### config.mk
export PLATFORM = sky130hd
export DESIGN_NAME = raiz_arbiter
export DESIGN_NICKNAME = d
export VERILOG_FILES = /design/src/rtl/raiz_pkg.sv /design/src/rtl/rr_pick.sv /design/src/rtl/raiz_arbiter.sv
export SDC_FILE = /design/constraint.sdc
export NUM_CORES = 1
export LEC_CHECK = 0
export BUFFER_PORTS_ARGS = -buffer_cell sky130_fd_sc_hd__buf_2
export CORE_MARGIN = 3
export CORE_UTILIZATION = 29
export CTS_CLUSTER_SIZE = 40
export DETAILED_ROUTE_END_ITERATION = 7
export GPL_TIMING_DRIVEN = 0
export PLACE_DENSITY = 0.64
export REMOVE_ABC_BUFFERS = 1
export SLEW_MARGIN = 20
export SYNTH_ARGS = -nofsm -noshare
export SYNTH_HDL_FRONTEND = slang
export SYNTH_SLANG_ARGS = --single-unit
### constraint.sdc
create_clock -name clk -period 2.5 [get_ports clk]
set_input_delay 0.125 -clock clk [delete_from_list [all_inputs] [get_ports clk]]
set_output_delay 0.125 -clock clk [all_outputs]
set_load 0.005 [all_outputs]
### src/rtl/raiz_pkg.sv
// Shared types and helpers for the raiz square-root arbiter family.
// RAIZ_OP_SLICE picks requester idx's w-bit field out of a flattened operand bus.
`ifndef RAIZ_OP_SLICE
`define RAIZ_OP_SLICE(bus, idx, w) bus[int'(idx)*(w) +: (w)]
`endif

package raiz_pkg;

  localparam int RAIZ_DW = 16;

  typedef enum logic [1:0] {
    S_IDLE   = 2'd0,
    S_LAUNCH = 2'd1,
    S_WAIT   = 2'd2,
    S_RESP   = 2'd3
  } state_t;

endpackage

### src/rtl/rr_pick.sv
// Combinational round-robin selector: first set req bit at or after ptr, wrapping at NREQ-1.
// Zero latency; no flow control of its own, the caller decides when a pick is consumed.
module rr_pick #(
  parameter int NREQ = 4,
  parameter int IW   = 2
) (
  input  logic [NREQ-1:0] req,
  input  logic [IW-1:0]   ptr,
  output logic [NREQ-1:0] gnt,
  output logic [IW-1:0]   idx,
  output logic            any
);

  logic [IW:0] pos;

  always_comb begin
    gnt = '0;
    idx = '0;
    any = 1'b0;
    pos = '0;
    for (int i = 0; i < NREQ; i++) begin
      // explicit wrap so non-power-of-two NREQ never lands on a missing requester
      pos = {1'b0, ptr} + (IW + 1)'(i);
      if (pos > (IW + 1)'(NREQ - 1)) pos = pos - (IW + 1)'(NREQ);
      if (!any && req[pos[IW-1:0]]) begin
        any              = 1'b1;
        gnt[pos[IW-1:0]] = 1'b1;
        idx              = pos[IW-1:0];
      end
    end
  end

endmodule

### src/rtl/raiz_arbiter.sv
// Round-robin share of one raiz_16 core; ack and core_init pulse together, result strobes once per grant.
// Optional RAIZ_ARB_TIMEOUT_EN adds a WAIT watchdog that returns res_err with zero results.
module raiz_arbiter
  import raiz_pkg::*;
#(
  parameter int NREQ      = 4,
  parameter int DW        = RAIZ_DW,
  parameter int DONE_MASK = 2,
  parameter int TIMEOUT   = 1024
) (
  input  logic              clk,
  input  logic              rst,
  input  logic [NREQ-1:0]   req,
  input  logic [NREQ*DW-1:0] operand,
  output logic [NREQ-1:0]   ack,
  output logic              res_valid,
  output logic [2:0]        res_id,
  output logic [DW-1:0]     res_q,
  output logic [DW-1:0]     res_r,
  output logic              res_err,
  output logic              busy,
  output logic              core_init,
  output logic [DW-1:0]     core_in,
  input  logic              core_done,
  input  logic [DW-1:0]     core_q,
  input  logic [DW-1:0]     core_r
);

  localparam int IW   = (NREQ > 1) ? $clog2(NREQ) : 1;
  localparam int WMAX = (TIMEOUT > DONE_MASK) ? TIMEOUT : DONE_MASK;
  localparam int CW   = $clog2(WMAX + 2);

  state_t          state;
  logic [IW-1:0]   ptr;
  logic [IW-1:0]   gid;
  logic [IW-1:0]   pick_idx;
  logic [NREQ-1:0] pick_gnt;
  logic            pick_any;
  logic [CW-1:0]   wait_cnt;
  logic            done_ok;
  logic            timed_out;

  rr_pick #(.NREQ(NREQ), .IW(IW)) u_pick (
    .req (req),
    .ptr (ptr),
    .gnt (pick_gnt),
    .idx (pick_idx),
    .any (pick_any)
  );

  // wait_cnt counts WAIT cycles; the first DONE_MASK of them carry the previous op's stale done
  assign done_ok = (wait_cnt >= CW'(DONE_MASK)) && core_done;
  assign busy    = (state != S_IDLE);

`ifdef RAIZ_ARB_TIMEOUT_EN
  logic err_q;
  assign timed_out = (wait_cnt == CW'(TIMEOUT - 1));
  assign res_err   = err_q;
`else
  assign timed_out = 1'b0;
  assign res_err   = 1'b0;
`endif

  always_ff @(posedge clk) begin
    if (rst) begin
      state     <= S_IDLE;
      ptr       <= '0;
      gid       <= '0;
      ack       <= '0;
      core_init <= 1'b0;
      core_in   <= '0;
      res_valid <= 1'b0;
      res_id    <= '0;
      res_q     <= '0;
      res_r     <= '0;
      wait_cnt  <= '0;
`ifdef RAIZ_ARB_TIMEOUT_EN
      err_q     <= 1'b0;
`endif
    end else begin
      ack       <= '0;
      core_init <= 1'b0;
      res_valid <= 1'b0;
      case (state)
        S_IDLE: begin
          if (pick_any) begin
            ack       <= pick_gnt;
            gid       <= pick_idx;
            core_in   <= `RAIZ_OP_SLICE(operand, pick_idx, DW);
            core_init <= 1'b1;
            state     <= S_LAUNCH;
          end
        end
        S_LAUNCH: begin
          wait_cnt <= '0;
          state    <= S_WAIT;
        end
        S_WAIT: begin
          if (done_ok) begin
            res_q     <= core_q;
            res_r     <= core_r;
            res_id    <= 3'(gid);
            res_valid <= 1'b1;
`ifdef RAIZ_ARB_TIMEOUT_EN
            err_q     <= 1'b0;
`endif
            state     <= S_RESP;
          end else if (timed_out) begin
            res_q     <= '0;
            res_r     <= '0;
            res_id    <= 3'(gid);
            res_valid <= 1'b1;
`ifdef RAIZ_ARB_TIMEOUT_EN
            err_q     <= 1'b1;
`endif
            state     <= S_RESP;
          end else if (wait_cnt != '1) begin
            wait_cnt <= wait_cnt + CW'(1);
          end
        end
        S_RESP: begin
          ptr   <= (gid == IW'(NREQ - 1)) ? '0 : gid + IW'(1);
          state <= S_IDLE;
        end
        default: state <= S_IDLE;
      endcase
    end
  end

endmodule

==> impl_metrics.xml <==
<?xml version="1.0" encoding="UTF-8"?>
<metrics>
  <group name="sta">
    <metric name="post-route-min-period" unit="ps">2420</metric>
    <metric name="max_slew_margin" unit="%">31.8</metric>
    <metric name="layout_worst_path_cycle_share" unit="%">96.9</metric>
    <metric name="final_critical_path_setup_slack" unit="ps">77.3</metric>
    <metric name="worstMarginPinSlew" unit="ps">1020</metric>
    <metric name="timing.final.max_slew_violations" unit="">0</metric>
    <metric name="maxClockFrequency" unit="GHz">0.413</metric>
    <metric name="rsz0062_at_grt" unit="">true</metric>
    <metric name="report.final.setup_viol" unit="">0</metric>
    <metric name="final-hold-violation-count" unit="">0</metric>
    <metric name="skew" unit="ps">5.15</metric>
  </group>
  <group name="floorplanning">
    <metric name="design.die.area" unit="mm^2">0.0154</metric>
    <metric name="floorplan.io_pins" unit="">162</metric>
    <metric name="die_w" unit="um">124</metric>
    <metric name="die_h" unit="um">124</metric>
    <metric name="start_util" unit="%">30.1</metric>
    <metric name="num_rows" unit="">42</metric>
    <metric name="floorplan.core_area" unit="mm^2">0.0135</metric>
  </group>
  <group name="logic_synthesis">
    <metric name="syn_area_per_cell" unit="um^2">8.25</metric>
    <metric name="synth-seq-cells" unit="">73</metric>
    <metric name="synth_enable_flop_cells" unit="">0</metric>
    <metric name="asyncSetResetFlopFracSynth" unit="%">0</metric>
    <metric name="synth_area" unit="mm^2">0.00405</metric>
    <metric name="synth-warning-count" unit="">0</metric>
    <metric name="yosys_most_used_dff" unit="">dfxtp_1</metric>
    <metric name="synth.yosys.seq_area_share" unit="%">36.1</metric>
    <metric name="unique_cell_type_count_in_the_yosys_netlist" unit="">53</metric>
    <metric name="post_synth_inst_count" unit="">491</metric>
  </group>
  <group name="clock_network">
    <metric name="hold_buffers" unit="">0</metric>
    <metric name="cts-root-to-sink-buffers" unit="">2</metric>
    <metric name="numCtsBuffers" unit="">9</metric>
    <metric name="cts_num_sinks" unit="">73</metric>
    <metric name="clkLatencyLatePin" unit="ps">330</metric>
    <metric name="tritoncts_clock_tree" unit="">built</metric>
    <metric name="cts_root_buffer" unit="">clkbuf_16</metric>
    <metric name="cts.htree.levels" unit="">3</metric>
    <metric name="cts.clk_slew.worst_paths" unit="ps">60</metric>
  </group>
  <group name="critical_path">
    <metric name="cp.buffers_inverters" unit="">2</metric>
    <metric name="critPathCaptureType" unit="">flip-flop</metric>
    <metric name="crit_slowest_cell" unit="">or4_4</metric>
    <metric name="setup.worst_path.class" unit="">flip-flop to flip-flop</metric>
    <metric name="cp_num_cells" unit="">9</metric>
    <metric name="r2r.worst_path.cells" unit="">9</metric>
    <metric name="critical_path.max_fanout" unit="">12</metric>
    <metric name="setup.worst_path.start_class" unit="">flip-flop</metric>
    <metric name="critPathMaxStageDelay" unit="ps">490</metric>
    <metric name="critPathRequiredTime" unit="ps">2710</metric>
    <metric name="signal_arrival_time_at_the_worst_endpoint" unit="ps">2630</metric>
    <metric name="crit_path_cell_trace" unit="">clkinvlp_4, ha_4, mux2i_2, or4_4, a21oi_4, buf_12, mux2_2, nand2_1, nand3_1</metric>
    <metric name="path_delay_family" unit="">simple AND/OR/NAND/NOR gates</metric>
  </group>
  <group name="global_route">
    <metric name="grt_first_pass_wirelength" unit="mm">17.9</metric>
    <metric name="grt_overflow_total" unit="">0</metric>
    <metric name="antenna_found_initial" unit="">0</metric>
    <metric name="maximum_number_of_pins_on_one_net_before_global_route_repair" unit="">56</metric>
    <metric name="gr-usage-all-layers" unit="%">14.8</metric>
    <metric name="number_of_global_route_vias_before_repair" unit="">3704</metric>
  </group>
  <group name="place">
    <metric name="dp_worst_setup_slack" unit="ps">-1320</metric>
    <metric name="dp.final_hpwl" unit="mm">8.18</metric>
    <metric name="dp_cells" unit="">792</metric>
    <metric name="gp_congestion" unit="">0.825</metric>
    <metric name="place.port_buffers" unit="">159</metric>
  </group>
  <group name="layout">
    <metric name="diodes" unit="">0</metric>
    <metric name="layout.filler_cells" unit="">1370</metric>
    <metric name="multi_input_comb_area" unit="mm^2">0.00249</metric>
    <metric name="synthToLayoutAreaGrowth" unit="%">36.9</metric>
    <metric name="end_of_flow_core_utilization" unit="%">41.2</metric>
    <metric name="final_cells" unit="">826</metric>
    <metric name="area.sequential" unit="mm^2">0.00147</metric>
    <metric name="drive_above_1_share" unit="%">36.5</metric>
    <metric name="num-nets-final" unit="">764</metric>
  </group>
  <group name="power">
    <metric name="power.static_leakage" unit="nW">2.39</metric>
    <metric name="vdd.ir_drop.worst" unit="mV">0.331</metric>
    <metric name="pwr_density_cell" unit="mW/mm^2">787</metric>
  </group>
  <group name="route">
    <metric name="drtAntennaViolNets" unit="">0</metric>
    <metric name="drcViolationCount" unit="">0</metric>
    <metric name="drt_first_pass_iters" unit="">4</metric>
    <metric name="avgRoutedWirePerCell" unit="um">14.5</metric>
    <metric name="number_of_drc_markers_after_the_initial_detailed_route_iteration" unit="">259</metric>
    <metric name="totalWireLength" unit="mm">12.0</metric>
    <metric name="routed_via_density" unit="">4.85</metric>
    <metric name="dr_total_vias" unit="">4007</metric>
  </group>
  <group name="run">
    <metric name="max-cap-violations" unit="">0</metric>
  </group>
  <group name="worst_hold_path">
    <metric name="hold_path.class" unit="">input pin to flip-flop</metric>
    <metric name="hold_depth" unit="">3</metric>
  </group>
  <group name="outcome">
    <metric name="status" unit="">complete, no violations</metric>
  </group>
</metrics>
-- Yosys cell counts, types with 5 or more instances --
| cell | instances | area share, % |
|---|---|---|
| nand2_1 | 99 | 9.2 |
| dfxtp_1 | 73 | 36 |
| a21oi_1 | 44 | 5.4 |
| nor2_1 | 33 | 3.1 |
| mux2i_1 | 25 | 6.2 |
| clkbuf_1 | 19 | 1.8 |
| inv_1 | 18 | 1.7 |
| nand3_1 | 18 | 2.2 |
| ha_1 | 16 | 4.9 |
| o21ai_0 | 16 | 2.0 |
| o21bai_1 | 10 | 1.9 |
| a221oi_1 | 9 | 1.9 |
| mux2_2 | 8 | 2.2 |
| nor3_1 | 8 | 0.99 |
| xnor2_1 | 8 | 1.7 |
| a32oi_1 | 7 | 1.5 |
| buf_2 | 7 | 0.87 |
| o211ai_1 | 7 | 1.3 |
| a221o_1 | 6 | 1.5 |
| buf_6 | 5 | 1.4 |
| nor4_1 | 5 | 0.77 |
-- worst paths after layout --
check                                  to  slack [ps]               startpoint
setup / recovery  core_in[1]$_SDFFE_PP0P_          80      ptr[1]$_SDFFE_PP0N_
hold / removal      res_q[6]$_SDFFE_PP0P_          30                core_q[6]
setup reg to reg  core_in[1]$_SDFFE_PP0P_          80      ptr[1]$_SDFFE_PP0N_
hold reg to reg   core_in[9]$_SDFFE_PP0P_         450  core_in[9]$_SDFFE_PP0P_
-- cells in the final DEF, fill, tap and decap left out, types with 6 or more instances in the layout --
cell type	synthesis	final
dfxtp_1	73	71
o21bai_1	10	10
nand3_1	18	18
o211ai_1	7	7
o21ai_0	16	16
a221oi_1	9	7
buf_4	3	13
inv_1	18	17
a221o_1	6	6
xnor2_1	8	8
mux2i_1	25	23
clkbuf_16	0	9
nand2_1	99	99
a21oi_1	44	42
buf_2	7	159
a32oi_1	7	7
ha_1	16	15
mux2_2	8	8
nor3_1	8	7
nor2_1	33	32
-- report_power, final --
group | switching, mW | internal (mW)
Combinational | 0.840 | 0.695
Sequential | 0.109 | 1.34
Clock | 0.495 | 0.879
-- stage by stage --
stage / TNS [ps] / total power, mW / instance area (um^2) / hold slack, ps
finish: 0 / 4.36 / 5540 / 28.7
global route: -60.7 / 4.64 / 5540 / 24.5
CTS: 0 / 4.37 / 5450 / 13.7
detailed placement: -31090 / 2.84 / 4920 / 372
global placement: -70480 / 2.82 / 4880 / 368
floorplan: -19180 / 2.32 / 3860 / 194
-- cell type report --
cell class              instances  share of cell area (%)
well taps                     176                    3.97
repair buffers                176                    17.4
clock inverters                 6                    1.65
inverters                      20                    1.47
flip-flops and latches         73                    26.5
multi-input cells             365                    44.9
clock buffers                  10                    4.13
-- flip-flops by register name, summed over array words and instances, names as in the netlist --
name	count
ack	4
core_in	16
core_init	1
gid	2
ptr	2
res_id	2
res_q	16
res_r	16
res_valid	1
state	2
wait_cnt	11
-- what timing repair did --
item | 4_1_cts | 5_1_grt
pin swaps | 4 | 1
setup buffers | 13 | 3
endpoints found under the setup margin | 33 | 18
gates cloned | 2 | 0
resized for setup | 15 | 14
-- cell families (layout without fill, tap and decap cells) --
group	Yosys count	count (layout)	synth area share (%)
buffers and inverters	56	212	6.61
XOR/XNOR	8	8	1.73
flip-flops	73	73	36.1
multiplexers	39	39	11.2
adder cells (fa/ha/maj)	16	16	4.94
other	1	2	0.0926
AO/OA/AOI/OAI	116	118	19.6
AND/OR/NAND/NOR	182	182	19.8
-- tightest hold or removal path, cell delays in order --
cell and delay (ps):
buf_2 90, nand2_1 40, a21oi_1 50
-- layer usage --
metal | part of all wire (%) | GRT usage [%]
met3 | 5.7 | 3.27
met4 | 1.6 | 4.72
met5 | 0 | 0
met2 | 50 | 25.5
met1 | 43 | 18.3
Note: power is estimated with default switching activity, not from simulation.
